**config.mk**
```make
export PLATFORM = sky130hd
export DESIGN_NAME = switch_allocator_flat
export DESIGN_NICKNAME = d
export VERILOG_FILES = /design/src/rtl/noc_pkg.sv /design/src/rtl/switch_allocator_if.sv /design/src/rtl/sa_output_arbiter.sv /design/src/rtl/switch_allocator.sv /design/src/flat_wrapper.sv
export SDC_FILE = /design/constraint.sdc
export NUM_CORES = 1
export LEC_CHECK = 0
export ABC_AREA = 1
export CAP_MARGIN = 20
export CELL_PAD_IN_SITES_DETAIL_PLACEMENT = 1
export CELL_PAD_IN_SITES_GLOBAL_PLACEMENT = 1
export CORE_ASPECT_RATIO = 1.2
export CORE_UTILIZATION = 45
export DETAILED_ROUTE_END_ITERATION = 7
export PLACE_DENSITY = 0.95
export SLEW_MARGIN = 10
export SYNTH_ARGS = -nofsm -noshare
export SYNTH_HDL_FRONTEND = slang
export SYNTH_HIERARCHICAL = 1
export SYNTH_SLANG_ARGS = --single-unit
```
**constraint.sdc**
```tcl
create_clock -name clk -period 6.77 [get_ports clk]
set_clock_uncertainty 0.1 [all_clocks]
set_input_delay 1.354 -clock clk [delete_from_list [all_inputs] [get_ports clk]]
set_output_delay 1.354 -clock clk [all_outputs]
set_load 0.03 [all_outputs]
```
**src/rtl/noc_pkg.sv**
```systemverilog
// Shared router constants: port count, port-select width, port indices and
// the per-output arbiter state encoding.
package noc_pkg;

    localparam int unsigned NUM_PORTS      = 5;
    localparam int unsigned PORT_SEL_WIDTH = 3;

    localparam logic [PORT_SEL_WIDTH-1:0] PORT_LOCAL = 3'd0;
    localparam logic [PORT_SEL_WIDTH-1:0] PORT_NORTH = 3'd1;
    localparam logic [PORT_SEL_WIDTH-1:0] PORT_EAST  = 3'd2;
    localparam logic [PORT_SEL_WIDTH-1:0] PORT_SOUTH = 3'd3;
    localparam logic [PORT_SEL_WIDTH-1:0] PORT_WEST  = 3'd4;

    typedef enum logic {
        StIdle,
        StLocked
    } sa_state_e;

    // Round-robin successor over the five port indices.
    function automatic logic [PORT_SEL_WIDTH-1:0] rr_next(input logic [PORT_SEL_WIDTH-1:0] p);
        return (p == PORT_WEST) ? PORT_LOCAL : p + 3'd1;
    endfunction

endpackage

```
**src/rtl/switch_allocator_if.sv**
```systemverilog
// Request/grant bundle between the routing stage, input buffers, crossbar
// and the switch allocator.
interface switch_allocator_if;
    import noc_pkg::*;

    logic [NUM_PORTS-1:0]                     req_valid;
    logic [NUM_PORTS-1:0][PORT_SEL_WIDTH-1:0] req_port;
    logic [NUM_PORTS-1:0]                     req_head;
    logic [NUM_PORTS-1:0]                     req_tail;
    logic [NUM_PORTS-1:0]                     out_ready;
    logic [NUM_PORTS-1:0]                     out_valid;
    logic [NUM_PORTS-1:0][PORT_SEL_WIDTH-1:0] xbar_sel;
    logic [NUM_PORTS-1:0]                     in_pop;
    logic                                     err_bad_port;

    modport master (
        output req_valid, req_port, req_head, req_tail, out_ready,
        input  out_valid, xbar_sel, in_pop, err_bad_port
    );

    modport slave (
        input  req_valid, req_port, req_head, req_tail, out_ready,
        output out_valid, xbar_sel, in_pop, err_bad_port
    );

endinterface

```
**src/rtl/sa_output_arbiter.sv**
```systemverilog
// Round-robin arbiter with packet lock for one output port: grants on a head,
// holds the owner until its tail transfers, then advances the pointer.
module sa_output_arbiter
    import noc_pkg::*;
#(
    parameter int unsigned OutIdx = 0
) (
    input  logic                                     clk,
    input  logic                                     rst_n,
    input  logic [NUM_PORTS-1:0]                     req_valid,
    input  logic [NUM_PORTS-1:0][PORT_SEL_WIDTH-1:0] req_port,
    input  logic [NUM_PORTS-1:0]                     req_head,
    input  logic [NUM_PORTS-1:0]                     req_tail,
    input  logic                                     out_ready,
    output logic                                     out_valid,
    output logic [PORT_SEL_WIDTH-1:0]                xbar_sel,
    output logic [NUM_PORTS-1:0]                     pop
);

    localparam logic [PORT_SEL_WIDTH-1:0] OutCode = PORT_SEL_WIDTH'(OutIdx);

    sa_state_e                 state_q, state_d;
    logic [PORT_SEL_WIDTH-1:0] owner_q, owner_d;
    logic [PORT_SEL_WIDTH-1:0] rr_ptr_q, rr_ptr_d;

    logic [NUM_PORTS-1:0]      cand;
    logic                      found;
    logic [PORT_SEL_WIDTH-1:0] pick;
    logic [PORT_SEL_WIDTH:0]   sum;
    logic [PORT_SEL_WIDTH-1:0] idx;
    logic                      xfer;

    // Invalid codes 5-7 never equal OutCode, so they drop out here.
    always_comb begin
        cand = '0;
        for (int unsigned i = 0; i < NUM_PORTS; i++) begin
            cand[i] = req_valid[i] && req_head[i] && (req_port[i] == OutCode);
        end
    end

    always_comb begin
        found = 1'b0;
        pick  = rr_ptr_q;
        sum   = '0;
        idx   = '0;
        for (int unsigned k = 0; k < NUM_PORTS; k++) begin
            sum = {1'b0, rr_ptr_q} + 4'(k);
            if (sum >= 4'(NUM_PORTS)) begin
                sum = sum - 4'(NUM_PORTS);
            end
            idx = sum[PORT_SEL_WIDTH-1:0];
            if (!found && cand[idx]) begin
                found = 1'b1;
                pick  = idx;
            end
        end
    end

    always_comb begin
        out_valid = (state_q == StLocked) && req_valid[owner_q] && (req_port[owner_q] == OutCode);
        xfer      = out_valid && out_ready;
        xbar_sel  = owner_q;
        pop       = '0;
        for (int unsigned i = 0; i < NUM_PORTS; i++) begin
            pop[i] = xfer && (owner_q == PORT_SEL_WIDTH'(i));
        end
    end

    always_comb begin
        state_d  = state_q;
        owner_d  = owner_q;
        rr_ptr_d = rr_ptr_q;
        case (state_q)
            StIdle: begin
                if (found) begin
                    owner_d = pick;
                    state_d = StLocked;
                end
            end
            StLocked: begin
                if (xfer && req_tail[owner_q]) begin
                    state_d  = StIdle;
                    rr_ptr_d = rr_next(owner_q);
                end
            end
            default: state_d = StIdle;
        endcase
    end

    always_ff @(posedge clk or negedge rst_n) begin
        if (!rst_n) begin
            state_q  <= StIdle;
            owner_q  <= '0;
            rr_ptr_q <= '0;
        end else begin
            state_q  <= state_d;
            owner_q  <= owner_d;
            rr_ptr_q <= rr_ptr_d;
        end
    end

endmodule

```
**src/rtl/switch_allocator.sv**
```systemverilog
// Five-output switch allocator: one locking round-robin arbiter per output,
// merged dequeue strobes, and a registered bad-port-code flag.
module switch_allocator
    import noc_pkg::*;
(
    input logic               clk,
    input logic               rst_n,
    switch_allocator_if.slave bus
);

    logic [NUM_PORTS-1:0]                     out_valid_w;
    logic [NUM_PORTS-1:0][PORT_SEL_WIDTH-1:0] xbar_sel_w;
    logic [NUM_PORTS-1:0][NUM_PORTS-1:0]      pop_w;
    logic [NUM_PORTS-1:0]                     in_pop_w;
    logic                                     err_q, err_d;

    for (genvar j = 0; j < NUM_PORTS; j++) begin : g_out
        sa_output_arbiter #(
            .OutIdx (j)
        ) u_arb (
            .clk       (clk),
            .rst_n     (rst_n),
            .req_valid (bus.req_valid),
            .req_port  (bus.req_port),
            .req_head  (bus.req_head),
            .req_tail  (bus.req_tail),
            .out_ready (bus.out_ready[j]),
            .out_valid (out_valid_w[j]),
            .xbar_sel  (xbar_sel_w[j]),
            .pop       (pop_w[j])
        );
    end

    // An input requests one port, so at most one term per bit is ever set.
    always_comb begin
        in_pop_w = '0;
        for (int unsigned j = 0; j < NUM_PORTS; j++) begin
            in_pop_w = in_pop_w | pop_w[j];
        end
    end

    always_comb begin
        err_d = 1'b0;
        for (int unsigned i = 0; i < NUM_PORTS; i++) begin
            if (bus.req_valid[i] && bus.req_head[i] &&
                (bus.req_port[i] >= PORT_SEL_WIDTH'(NUM_PORTS))) begin
                err_d = 1'b1;
            end
        end
    end

    always_ff @(posedge clk or negedge rst_n) begin
        if (!rst_n) begin
            err_q <= 1'b0;
        end else begin
            err_q <= err_d;
        end
    end

    assign bus.out_valid    = out_valid_w;
    assign bus.xbar_sel     = xbar_sel_w;
    assign bus.in_pop       = in_pop_w;
    assign bus.err_bad_port = err_q;

endmodule

```
**src/flat_wrapper.sv**
```systemverilog
// flat-port wrapper written by rule: the top's interface ports become plain ports
module switch_allocator_flat import noc_pkg::*;
  (clk, rst_n, bus_req_valid, bus_req_port, bus_req_head, bus_req_tail, bus_out_ready, bus_out_valid, bus_xbar_sel, bus_in_pop, bus_err_bad_port);
  switch_allocator_if bus_i ();
  input logic clk;
  input logic rst_n;
  input wire logic [$bits(bus_i.req_valid)-1:0] bus_req_valid;
  input wire logic [$bits(bus_i.req_port)-1:0] bus_req_port;
  input wire logic [$bits(bus_i.req_head)-1:0] bus_req_head;
  input wire logic [$bits(bus_i.req_tail)-1:0] bus_req_tail;
  input wire logic [$bits(bus_i.out_ready)-1:0] bus_out_ready;
  output wire logic [$bits(bus_i.out_valid)-1:0] bus_out_valid;
  output wire logic [$bits(bus_i.xbar_sel)-1:0] bus_xbar_sel;
  output wire logic [$bits(bus_i.in_pop)-1:0] bus_in_pop;
  output wire logic [$bits(bus_i.err_bad_port)-1:0] bus_err_bad_port;
  assign bus_i.req_valid = bus_req_valid;
  assign bus_i.req_port = bus_req_port;
  assign bus_i.req_head = bus_req_head;
  assign bus_i.req_tail = bus_req_tail;
  assign bus_i.out_ready = bus_out_ready;
  assign bus_out_valid = bus_i.out_valid;
  assign bus_xbar_sel = bus_i.xbar_sel;
  assign bus_in_pop = bus_i.in_pop;
  assign bus_err_bad_port = bus_i.err_bad_port;
  switch_allocator u_core (.clk(clk), .rst_n(rst_n), .bus(bus_i));
endmodule
```
Word-level counts from Yosys, hierarchy flattened:

Index checks and enable logic that the tools add are counted.

* reduce and logical (&&, ||, !) cells: 141
* order comparisons: 60
* add/sub/neg operators: 50
* bitwise gates (word level): 9
* eq/ne operators: 44
* muxes and demuxes: 180

Operators by type and width (number)
* 2-to-1 mux 3 bit: 60
* less-than comparator 3 x 4 -> 1 bit (second input constant): 30
* binary-select mux 1 bit (select 3 bit): 35
* logical AND 1 bit: 100
* greater-or-equal comparator 4 x 3 -> 1 bit (second input constant): 20
* 2-to-1 mux 1 bit: 75
* subtractor 3 bit (second input constant): 25
* == test 3 x 2 -> 1 bit (second input constant): 22
* binary-select mux 3 bit (select 3 bit): 5
* adder 3 x 2 -> 4 bit (second input constant): 10
* == test 3 x 1 -> 1 bit (second input constant): 11
* == test 3 bit (second input constant): 11
* logical NOT 3 bit: 11
* greater-or-equal comparator 3 bit (second input constant): 10
* adder 3 x 1 -> 4 bit (second input constant): 5
* adder 3 x 3 -> 4 bit (second input constant): 5
* logical NOT 1 bit: 20
* bitwise OR 5 bit: 4
* AND reduction 2 bit: 10
* adder 3 x 1 -> 3 bit (second input constant): 5
* one-hot mux 1 bit (2 select lines): 5
* NOT 1 bit: 5

* output and inout bits: 26
* input bits: 37
* bits in registers: 36

Longest topological paths before layout:

* word-level depth: 19
* mapped depth: 20

Modules after synthesis:

The synthesis kept the hierarchy.

By module, submodules not included
* sa_output_arbiter at u_core.g_out[1].u_arb ...: cells each 304, sequential area each 175.2 µm², area each 1696.6 µm², times used 2
* sa_output_arbiter at u_core.g_out[3].u_arb: cells each 288, sequential area each 175.2 µm², area each 1630.3 µm², times used 1
* sa_output_arbiter at u_core.g_out[0].u_arb: cells each 288, sequential area each 175.2 µm², area each 1622.8 µm², times used 1
* sa_output_arbiter at u_core.g_out[4].u_arb: cells each 281, sequential area each 175.2 µm², area each 1615.3 µm², times used 1
* switch_allocator: cells each 34, sequential area each 25.0 µm², area each 165.2 µm², times used 1

Least setup slack after synthesis:

No wires, ideal clock.

* kind: in2out
* start: input port bus_req_port[6]
* end: output port bus_in_pop[0]
* arrival time: 3085 ps
* cell stages on the path: 11
* data required time: 5316 ps
* slack: 2231 ps
* buffers on the path: 0
* cell sequence: inv_1 > nand2_1 > nor3_1 > o21ai_0 > o21ai_0 > nand2_1 > a21oi_1 > nand2_1 > nor3b_1 > nor2_1 > nand2_1

RTL lines
* start, declared: RTL line flat_wrapper.sv:8 `input wire logic [$bits(bus_i.req_port)-1:0] bus_req_port;`
* end, declared: RTL line flat_wrapper.sv:14 `output wire logic [$bits(bus_i.in_pop)-1:0] bus_in_pop;`

==> flow_metrics.tcl <==
set metrics [dict create \
    synth.ff_latch_count 36 \
    criticalPathCategory "in -> out" \
    die_w_um 127 \
    first_pass_iters 8 \
    grt_pass1_wl_um 55700 \
    cts_setup_buffers 0 \
    vdd_drop_max_uv 284 \
    wl_um 34700 \
    cts-root-buf "clkbuf_16" \
    layout-drive-gt1-share_pct 8.24 \
    htree_levels 2 \
    path_cells "clkdlybuf4s50_1 -> inv_1 -> nor3_1 -> nor2_1 -> o21ai_0 -> nand2_1 -> a21oi_1 -> nand2_1 -> nor3b_1 -> nor3_1 -> nand2_1 -> clkdlybuf4s50_1" \
    muxShareOfSynthArea_pct 0 \
    cp_max_fo 12 \
    slew_violations 0 \
    postRouteAntennaNets 0 \
    fin_tns_setup_ns 0 \
    synth_area_mm2 0.00843 \
    wire_per_inst_um 19.5 \
    cts_sinks 36 \
    dr_total_vias 10786 \
    port_buffers 62 \
    synthAdderAreaFrac_pct 10.8 \
    synth_ff_type "dfrtp_1" \
    hold_viol_final 0 \
    power_density_mw_per_mm2 592 \
    syn_to_final_growth_pct 10.7 \
    synth_top_family_by_area "simple AND/OR/NAND/NOR gates" \
    hp-class "reg -> reg" \
    post-place-ws_ns 1.04 \
    end_kind "output pin" \
    arrival_ns 4.56 \
    num_antenna_cells 0 \
    rows 54 \
    postSynthCellCount 1499 \
    critPathSlowestCell "clkdlybuf4s50_1" \
    worst_slack_ns 0.754 \
    cp-start-kind "input pin" \
    stdcell_count 1778 \
    rsz0062_at_grt "no" \
    drt-initial-drc-count 809 \
    final_util_pct 51.1 \
    clk_latency_ns 0.29 \
    path_clk_slew_ns 0.06 \
    status "completed" \
    synth_xor_area_share_pct 1.35 \
    syn_avg_cell_area_um2 5.62 \
    fillers 2665 \
    die_h_um 152 \
    grt_pass1_vias 11030 \
    cts_buffer_depth 2 \
    synth-compound-area-share_pct 9.80 \
    tightest_slew_ns 0.991 \
    cp.required_ns 5.32 \
    post_synth_num_cell_types 46 \
    yosys_warnings 6 \
    gp_congestion 0.974 \
    vias_per_cell 6.07 \
    cap_violations 0 \
    antenna_found_initial 0 \
    max_stage_delay_ns 0.72 \
    p_leak_uw 0.00508 \
    tritoncts "built" \
    initial_core_util_pct 46.2 \
    synth-async-reset-ratio_pct 100 \
    cts_resized 0 \
    drc 0 \
    synthSimpleGateAreaFrac_pct 55.1 \
    setup_viol 0 \
    hpwl_um 26800 \
    io_pins 63 \
    overflow 0 \
    cts_buffers 5 \
    timing.final.crit_share_pct 88.9 \
    grt.total_usage_pct 35.8 \
    hold_buffers 0 \
    min_period_ns 6.02 \
    yosysSeqAreaShare_pct 10.7 \
    nets 1661 \
    slew_headroom_pct 34.0 \
    crit_top_cell "nand2_1" \
    clock.fmax_mhz 166 \
    grt_max_degree 37 \
    synth_nets 1606 \
    dieArea_mm2 0.0193 \
    place_inst 1771 \
    core-area_mm2 0.0182 \
    synth_edf_count 0 \
]
==> report_power, final <==
part	internal [uW]	leakage (uW)	switching (uW)	total (uW)
registers	308	0.000420	308	616
logic	1500	0.00459	3170	4670
clock network	134	0.0000667	103	238
==> final timing paths <==
| kind | from | to | slack, ns | cells after the start |
|---|---|---|---|---|
| setup / recovery | bus_req_port[3] | bus_in_pop[0] | 0.75 | 12 |
| hold / removal | u_core/g_out[2].u_arb/state_q | u_core/g_out[2].u_arb/state_q | 0.41 | 2 |
| setup reg to reg | u_core/g_out[4].u_arb/rr_ptr_q[0] | u_core/g_out[4].u_arb/xbar_sel[2] | 3.32 | 13 |
| hold reg to reg | u_core/g_out[2].u_arb/state_q | u_core/g_out[2].u_arb/state_q | 0.41 | 2 |
| max in group asynchronous | rst_n | u_core/g_out[3].u_arb/xbar_sel[1] | 4.83 | 1 |
| min in group asynchronous | rst_n | u_core/g_out[0].u_arb/xbar_sel[2] | 1.13 | 1 |
==> placed cells by master (no fill, tap or decap), types with 2 or more instances in the layout <==
master / count
a31oi_1: 6
nand3_1: 244
o211ai_1: 8
nor3_1: 11
o21a_1: 3
nand2_4: 7
o21ai_2: 9
nand4_1: 55
dfrtp_1: 36
o21ai_0: 48
fa_1: 5
nand2_2: 38
nand3_4: 4
o22ai_1: 2
nand2_1: 440
inv_2: 24
ha_1: 65
xor2_1: 6
xnor2_1: 7
nor3b_1: 4
nand3b_1: 5
o21ai_1: 30
nor2_1: 138
a21oi_1: 19
a21oi_2: 3
clkdlybuf4s50_1: 61
nor2_4: 3
clkinv_1: 3
nand3_2: 29
and2_1: 2
o31ai_1: 9
or2_1: 2
clkbuf_16: 5
inv_1: 210
==> per-layer routing <==
layer  routed length (um)  share of wire, %  GRT usage, %  vias up
met3                 2600               7.5          5.95      178
met2                16600                48          62.1      517
met5                    0                 0             0        -
met4                 1880               5.4          18.4        0
met1                13600                39          42.1     5099
li1                     -                 -             -     4992
==> flip-flops by register name, indices dropped and copies added (netlist names) <==
name	flops
u_core/g_out.u_arb/rr_ptr_q	15
u_core/g_out.u_arb/xbar_sel	15
u_core/g_out.u_arb/state_q	5
u_core/bus.err_bad_port	1
==> logic make-up after synthesis <==
| family | count (synthesis) |
|---|---|
| AO/OA/AOI/OAI | 141 |
| XOR/XNOR | 13 |
| adder cells (fa/ha/maj) | 70 |
| buffers and inverters | 252 |
| flip-flops | 36 |
| AND/OR/NAND/NOR | 987 |
==> stage by stage <==
stage	hold slack (ns)	area [um2]	power, uW
after floorplan	0.349	8430	3910
after global placement	0.361	9190	4850
after detailed placement	0.391	9190	5120
after CTS	0.405	9330	5420
after global routing	0.424	9330	6020
final	0.409	9330	5530
==> layout make-up <==
type | count | area (um2) | share of cell area [%]
clock inverter | 1 | 5.00 | 0.0537
timing repair buffer | 63 | 623 | 6.68
multi-input combinational | 1211 | 6500 | 69.7
inverter | 237 | 890 | 9.54
sequential | 36 | 901 | 9.66
tap | 224 | 280 | 3.00
clock buffer | 6 | 129 | 1.38
==> synth_stat cells, types with 3 or more instances <==
library cell	number	share of area [%]
ha_1	65	9.7
o21a_1	3	0.27
nor3b_1	4	0.36
nand3_4	4	0.83
dfrtp_1	36	11
nand4_1	55	4.1
inv_2	24	1.1
nand3_1	244	14
nand2_1	440	20
buf_2	4	0.24
o21ai_1	30	1.8
xnor2_1	7	0.73
nand2_2	38	2.8
inv_1	210	9.4
buf_6	6	0.80
nand2_4	7	0.94
o21ai_0	48	2.9
xor2_1	6	0.62
a21oi_1	19	1.1
o21ai_2	9	0.94
nor2_1	138	6.1
nand3b_1	5	0.45
clkinv_1	3	0.13
fa_1	5	1.2
o31ai_1	9	0.80
o211ai_1	8	0.71
a21oi_2	3	0.31
nor2_4	3	0.40
a31oi_1	6	0.45
nor3_1	11	0.65
nand3_2	29	3.4
==> worst max-delay path: cells and delay by family <==
kind / cells / cell delay, ns
buffers and inverters: 3 / 1.48
AND/OR/NAND/NOR: 7 / 1.17
AO/OA/AOI/OAI: 2 / 0.54
(Power assumes the default switching activity.)
